<file path="src/rtl/cpu_pkg.sv">
`default_nettype none
//------------------------------------------------------------------------------
// cpu_pkg
// Shared opcodes, NOP encoding and fetch-stage state type.
// Revision: 1.0
//------------------------------------------------------------------------------
package cpu_pkg;

    localparam logic [5:0]  OP_RTYPE = 6'b000000;
    localparam logic [5:0]  OP_J     = 6'b000010;
    localparam logic [5:0]  OP_ORI   = 6'b001101;
    localparam logic [5:0]  OP_LUI   = 6'b001111;
    localparam logic [31:0] NOP      = 32'h0000_0000;

    typedef enum logic [0:0] {
        S_FETCH = 1'b0,
        S_HOLD  = 1'b1
    } fetch_state_t;

    // Pseudo-direct J-type target: region bits come from the delay-slot PC.
    function automatic logic [31:0] jump_target(input logic [31:0] pc_plus4,
                                                input logic [31:0] instr);
        return {pc_plus4[31:28], instr[25:0], 2'b00};
    endfunction

endpackage
`default_nettype wire

</file>
<file path="src/rtl/if_id_reg.sv">
`default_nettype none
//------------------------------------------------------------------------------
// if_id_reg
// IF/ID pipeline register; flush or a source-less load inserts a NOP bubble.
// Revision: 1.0
//------------------------------------------------------------------------------
module if_id_reg
    import cpu_pkg::*;
(
    input  logic        clk,
    input  logic        rst,
    input  logic        load,
    input  logic        flush,
    input  logic        src_valid,
    input  logic [31:0] src_instr,
    input  logic [31:0] src_pc_plus4,
    output logic [31:0] instr_d,
    output logic [31:0] pc_plus4_d,
    output logic        instr_valid_d
);

    always_ff @(posedge clk) begin
        if (rst) begin
            instr_d       <= NOP;
            pc_plus4_d    <= 32'h0;
            instr_valid_d <= 1'b0;
        end else if (flush || (load && !src_valid)) begin
            instr_d       <= NOP;
            instr_valid_d <= 1'b0;
        end else if (load) begin
            instr_d       <= src_instr;
            pc_plus4_d    <= src_pc_plus4;
            instr_valid_d <= 1'b1;
        end
    end

endmodule
`default_nettype wire

</file>
<file path="src/rtl/fetch_unit.sv">
`default_nettype none
//------------------------------------------------------------------------------
// fetch_unit
// PC, imem handshake FSM and one-entry hold buffer feeding the IF/ID register.
// Optional FETCH_PERF_CNT_EN adds fetch_cnt / bubble_cnt counters.
// Revision: 1.0
//------------------------------------------------------------------------------
module fetch_unit
    import cpu_pkg::*;
#(
    parameter logic [31:0] RESET_PC = 32'h0000_0000
) (
    input  logic        clk,
    input  logic        rst,
    output logic        imem_req,
    output logic [31:0] imem_addr,
    input  logic        imem_ack,
    input  logic [31:0] imem_rdata,
    input  logic        stall_d,
    input  logic        jump_d,
    output logic [31:0] instr_d,
    output logic [31:0] pc_plus4_d,
    output logic        instr_valid_d,
    output logic [5:0]  op_d,
    output logic [4:0]  shamt_d,
    output logic [5:0]  funct_d
`ifdef FETCH_PERF_CNT_EN
    ,
    output logic [31:0] fetch_cnt,
    output logic [31:0] bubble_cnt
`endif
);

    fetch_state_t r_state, w_state_nxt;
    logic [31:0]  r_pc, w_pc_nxt, w_pc_plus4;
    logic [31:0]  r_hold_instr, r_hold_pc4;
    logic         w_hold_we, w_load, w_jump, w_ack;
    logic         w_ifid_load, w_src_valid, w_bubble;
    logic [31:0]  w_src_instr, w_src_pc4;

    assign w_load     = !instr_valid_d || !stall_d;
    assign w_jump     = instr_valid_d && jump_d && !stall_d;
    assign w_ack      = (r_state == S_FETCH) && imem_ack;
    assign w_pc_plus4 = r_pc + 32'd4;

    assign imem_req  = !rst && (r_state == S_FETCH);
    assign imem_addr = r_pc;

    always_comb begin
        w_state_nxt = r_state;
        w_pc_nxt    = r_pc;
        w_hold_we   = 1'b0;
        w_ifid_load = 1'b0;
        w_src_valid = 1'b0;
        w_src_instr = NOP;
        w_src_pc4   = w_pc_plus4;
        // A taken jump wins over everything; if_id_reg sees it as flush.
        if (w_jump) begin
            w_pc_nxt    = jump_target(pc_plus4_d, instr_d);
            w_state_nxt = S_FETCH;
        end else begin
            case (r_state)
                S_FETCH: begin
                    if (w_ack) begin
                        w_pc_nxt = w_pc_plus4;
                        if (w_load) begin
                            w_ifid_load = 1'b1;
                            w_src_valid = 1'b1;
                            w_src_instr = imem_rdata;
                        end else begin
                            w_hold_we   = 1'b1;
                            w_state_nxt = S_HOLD;
                        end
                    end else if (w_load) begin
                        w_ifid_load = 1'b1;
                    end
                end
                S_HOLD: begin
                    if (w_load) begin
                        w_ifid_load = 1'b1;
                        w_src_valid = 1'b1;
                        w_src_instr = r_hold_instr;
                        w_src_pc4   = r_hold_pc4;
                        w_state_nxt = S_FETCH;
                    end
                end
                default: w_state_nxt = S_FETCH;
            endcase
        end
    end

    assign w_bubble = w_jump || (w_ifid_load && !w_src_valid);

    always_ff @(posedge clk) begin
        if (rst) begin
            r_state      <= S_FETCH;
            r_pc         <= {RESET_PC[31:2], 2'b00};
            r_hold_instr <= NOP;
            r_hold_pc4   <= 32'h0;
        end else begin
            r_state <= w_state_nxt;
            r_pc    <= w_pc_nxt;
            if (w_hold_we) begin
                r_hold_instr <= imem_rdata;
                r_hold_pc4   <= w_pc_plus4;
            end
        end
    end

    if_id_reg u_if_id_reg (
        .clk          (clk),
        .rst          (rst),
        .load         (w_ifid_load),
        .flush        (w_jump),
        .src_valid    (w_src_valid),
        .src_instr    (w_src_instr),
        .src_pc_plus4 (w_src_pc4),
        .instr_d      (instr_d),
        .pc_plus4_d   (pc_plus4_d),
        .instr_valid_d(instr_valid_d)
    );

    assign op_d    = instr_d[31:26];
    assign shamt_d = instr_d[10:6];
    assign funct_d = instr_d[5:0];

`ifdef FETCH_PERF_CNT_EN
    logic [31:0] r_fetch_cnt, r_bubble_cnt;

    always_ff @(posedge clk) begin
        if (rst) begin
            r_fetch_cnt  <= 32'h0;
            r_bubble_cnt <= 32'h0;
        end else begin
            if (w_ack && !w_jump)
                r_fetch_cnt <= r_fetch_cnt + 32'd1;
            if (w_bubble)
                r_bubble_cnt <= r_bubble_cnt + 32'd1;
        end
    end

    assign fetch_cnt  = r_fetch_cnt;
    assign bubble_cnt = r_bubble_cnt;
`else
    logic w_unused;
    assign w_unused = w_bubble;
`endif

endmodule
`default_nettype wire

</file>
<file path="config.mk">
export PLATFORM = sky130hd
export DESIGN_NAME = fetch_unit
export DESIGN_NICKNAME = d
export VERILOG_FILES = /design/src/rtl/cpu_pkg.sv /design/src/rtl/if_id_reg.sv /design/src/rtl/fetch_unit.sv
export SDC_FILE = /design/constraint.sdc
export NUM_CORES = 1
export LEC_CHECK = 0
export ABC_CLOCK_PERIOD_IN_PS = 4100
export CORE_MARGIN = 1
export CORE_UTILIZATION = 42
export DETAILED_ROUTE_END_ITERATION = 16
export DONT_BUFFER_PORTS = 1
export GPL_TIMING_DRIVEN = 1
export PLACE_DENSITY_LB_ADDON = 0.05
export RECOVER_POWER = 50
export SETUP_SLACK_MARGIN = 0.2
export SLEW_MARGIN = 20
export SYNTH_ARGS = -nofsm -noshare
export SYNTH_HDL_FRONTEND = slang
export SYNTH_SLANG_ARGS = --single-unit
</file>
<file path="constraint.sdc">
create_clock -name clk -period 4.1 [get_ports clk]
set_input_delay 1.23 -clock clk [delete_from_list [all_inputs] [get_ports clk]]
set_output_delay 1.23 -clock clk [all_outputs]
set_load 0.01 [all_outputs]
</file>
==> results_dict.tcl <==
set metrics [dict create \
    outcome "finished, final reports clean" \
    cp.depth 4 \
    synth_enable_flop_cells 0 \
    core_region_area_um2 16700 \
    final_period_utilization 0.763 \
    ys_types 52 \
    cp-startpoint "stall_d" \
    wl_per_cell_um 18.9 \
    combPwrFrac 0.063 \
    static-leakage-power_nw 2.62 \
    clk_path_buf_depth 2 \
    cp_top_family "buffers and inverters" \
    power.switching_fraction 0.246 \
    synth.yosys.seq_area_share 0.431 \
    min_period_ns 3.13 \
    worst_skew_pair.late_latency_ns 0.42 \
    achievable_frequency_mhz 320 \
    pwr-share-seq 0.483 \
    final_max_slew_viol_count 0 \
    clock-sinks 156 \
    pin_count 152 \
    grt_pass1_vias 5564 \
    synth.top_cells.by_count "157 x sky130_fd_sc_hd__nand2_1, 156 x sky130_fd_sc_hd__dfxtp_1, 113 x sky130_fd_sc_hd__nor2_1" \
    critical_path.reg2reg.endpoint "u_if_id_reg.pc_plus4_d[30]$_SDFFE_PP0P_" \
    quantity_of_gates_resized_following_cts 0 \
    relSlewSlack 0.0698 \
    cts_setup_buffers 0 \
    r2r_cells 4 \
    gp_routability_congestion 0.812 \
    first_pass_grt_wire_length_mm 32.1 \
    grt_remaining_overflow 0 \
    synth_async_sr_flop_share 0 \
    finish.utilization 0.461 \
    placement.io_buffers 0 \
    critPathArrivalTime_ns 3.39 \
    fin_setup_tns_ns 0 \
    crit_path_max_fanout 33 \
    gr-usage-all-layers 0.232 \
    power.density_cell_area_nw_per_um2 450 \
    ys.warnings.count 0 \
    worst_reg_to_reg_setup_slack_ns 1.07 \
    top_cells_by_area_in_the_synthesized_netlist "sky130_fd_sc_hd__dfxtp_1 43%, sky130_fd_sc_hd__nand2_1 8.1%, sky130_fd_sc_hd__nor2_1 5.8%, sky130_fd_sc_hd__a211oi_1 5.0%, sky130_fd_sc_hd__o21ai_0 4.0%" \
    fp-row-count 47 \
    nets 881 \
    placement.cell_area_um2 7110 \
    pin_count_of_the_biggest_net_entering_global_routing 111 \
    post-synth-top-count-cell "sky130_fd_sc_hd__nand2_1" \
    hp-start "r_hold_instr[17]$_SDFFE_PP0P_" \
    crit_type "in2reg" \
    netlist_area_before_placement_um2 7250 \
    yosysTopAreaCell "sky130_fd_sc_hd__dfxtp_1" \
    holdBufCountCts 0 \
    cp_slowest_stage_delay_ns 1.01 \
    stdcell_area_um2 7690 \
    rsz0062_at_grt "no" \
    clock_power_share 0.453 \
    post_synthesis_sequential_element_count 156 \
    cp-endpoint "u_if_id_reg.instr_d[25]$_SDFFE_PP0P_" \
    antenna_found_initial 0 \
    clk_pin_slew_ns 0.06 \
    drt_first_pass_iters 5 \
    postSynth.topFlopCell "sky130_fd_sc_hd__dfxtp_1" \
    timing.critical_path.from_type "primary input" \
    finalHoldViolations 0 \
    fp.dieArea_um2 17800 \
    clock-skew-final_ns 0.00857 \
    cts_tree "done" \
    post_route_cells_drive_above_1_share 0.0701 \
    drt_drc_violations_left 0 \
    postRouteAntennaNets 0 \
    worst_max_slew_pin_slew_ns 1.40 \
    layout-area-overhead-vs-synth_pct 6.09 \
    worstSetupEndpointType "flop" \
    drt_wl_total_mm 20.4 \
    cell_internal_power_mw 2.61 \
    worstPathRequired_ns 4.36 \
    crit_chain "nand2_1 > clkbuf_1 > a21o_1 > nor3_1" \
    cp.buffers_inverters 1 \
    worst_hold_path_type "reg2reg" \
    fp.dieH_um 133 \
    p_sw_mw 0.853 \
    synth_cells 907 \
    dr.first_iter.drc_count 398 \
    critPathSlowestCell "sky130_fd_sc_hd__clkbuf_1" \
    startpoint_of_the_worst_register_to_register_path "r_state$_SDFF_PP0_" \
    vdd_drop_max_mv 0.303 \
    synthesis.area_per_instance_um2 7.99 \
    htree_levels 4 \
    final-setup-viol-count 0 \
    worst_hold_slack_ns 0.447 \
    num_antenna_cells 0 \
    clockRootBuffer "sky130_fd_sc_hd__clkbuf_16" \
    die_x_um 133 \
    share_of_yosys_cell_area_claimed_by_the_top_area_cell_type 0.431 \
    drv_cap 0 \
    vias 6024 \
    floorplan.initialDensity 0.434 \
    total_cts_buffers 17 \
    viasPerCell 5.60 \
    post-dp-hpwl_mm 13.7 \
]
[how the worst min path moves through the flow]
| stage | to | slack (ns) | depth (start not counted) |
|---|---|---|---|
| 2_1_floorplan | r_hold_instr[23]$_SDFFE_PP0P_ | 0.44 | 2 |
| 3_3_place_gp | r_hold_instr[24]$_SDFFE_PP0P_ | 0.44 | 2 |
| 3_5_place_dp | r_hold_instr[3]$_SDFFE_PP0P_ | 0.44 | 2 |
| 4_1_cts | r_hold_instr[3]$_SDFFE_PP0P_ | 0.45 | 2 |
| 5_1_grt | r_hold_instr[28]$_SDFFE_PP0P_ | 0.46 | 2 |
| 6_report | r_hold_instr[17]$_SDFFE_PP0P_ | 0.45 | 2 |
[worst reg2reg max path, stage by stage (launching register included)]
cell	delay (ns)
sky130_fd_sc_hd__dfxtp_1	1.14
sky130_fd_sc_hd__inv_1	0.75
sky130_fd_sc_hd__nor3_2	0.76
sky130_fd_sc_hd__a22oi_1	0.20
sky130_fd_sc_hd__o21ai_0	0.11
[registers in the layout (all words and copies together) (netlist names)]
name,flops
r_hold_instr,32
u_if_id_reg.instr_d,32
imem_addr,30
r_hold_pc4,30
u_if_id_reg.pc_plus4_d,30
r_state,1
u_if_id_reg.instr_valid_d,1
[power by group through the flow]
| stage | clock network, mW | logic, mW | registers (mW) |
|---|---|---|---|
| final | 1.57 | 0.220 | 1.67 |
| after global routing | 1.66 | 0.247 | 1.68 |
| after CTS | 1.60 | 0.221 | 1.67 |
| after detailed placement | 0 | 0.220 | 1.71 |
| after global placement | 0 | 0.217 | 1.71 |
| after floorplan | 0 | 0.225 | 1.67 |
[cells by family after synthesis]
kind of cell / count (synthesis) / synth area share
flops: 156 / 0.431
xor+xnor: 52 / 0.0628
simple gates: 363 / 0.227
compound gates: 231 / 0.202
buf+inv: 103 / 0.0756
other cells: 1 / 0.000517
fa+ha+maj: 1 / 0.00173
[metal layers]
layer | track usage | part of all wire
met1 | 0.309 | 0.46
met2 | 0.367 | 0.47
met3 | 0.0575 | 0.063
met4 | 0.0764 | 0.014
met5 | 0 | 0
[final cells by class]
class,count,area (um^2)
fillers,1704,9010
multi-input cells,651,3610
flip-flops and latches,156,3120
clock buffers,20,437
well taps,220,275
clock inverters,12,148
repair buffers,12,82.6
inverters,5,18.8
[through the flow]
stage	cells	setup WS (ns)	power (mW)
floorplan	910	0.882	1.89
global placement	1044	1.23	1.92
detailed placement	1044	1.21	1.93
CTS	1076	1.26	3.50
global route	1076	0.733	3.59
finish	1076	0.973	3.46
[layout by cell type, fill, tap and decap left out, types with 5 or more instances in the layout]
master / n
sky130_fd_sc_hd__a21o_1: 10
sky130_fd_sc_hd__clkbuf_16: 17
sky130_fd_sc_hd__a221oi_1: 8
sky130_fd_sc_hd__nand3_1: 15
sky130_fd_sc_hd__nor2_1: 112
sky130_fd_sc_hd__clkinv_2: 5
sky130_fd_sc_hd__buf_4: 10
sky130_fd_sc_hd__xor2_1: 26
sky130_fd_sc_hd__a211oi_1: 48
sky130_fd_sc_hd__clkbuf_1: 5
sky130_fd_sc_hd__nand2_1: 157
sky130_fd_sc_hd__dfxtp_1: 156
sky130_fd_sc_hd__a21oi_1: 50
sky130_fd_sc_hd__o21ai_0: 58
sky130_fd_sc_hd__nand4_1: 17
sky130_fd_sc_hd__o22ai_1: 26
sky130_fd_sc_hd__and4_1: 6
sky130_fd_sc_hd__xnor2_1: 26
sky130_fd_sc_hd__nor3_1: 21
sky130_fd_sc_hd__o211ai_1: 7
sky130_fd_sc_hd__a22oi_1: 9
sky130_fd_sc_hd__inv_1: 5
No activity file was read; power rests on OpenSTA's default activity.
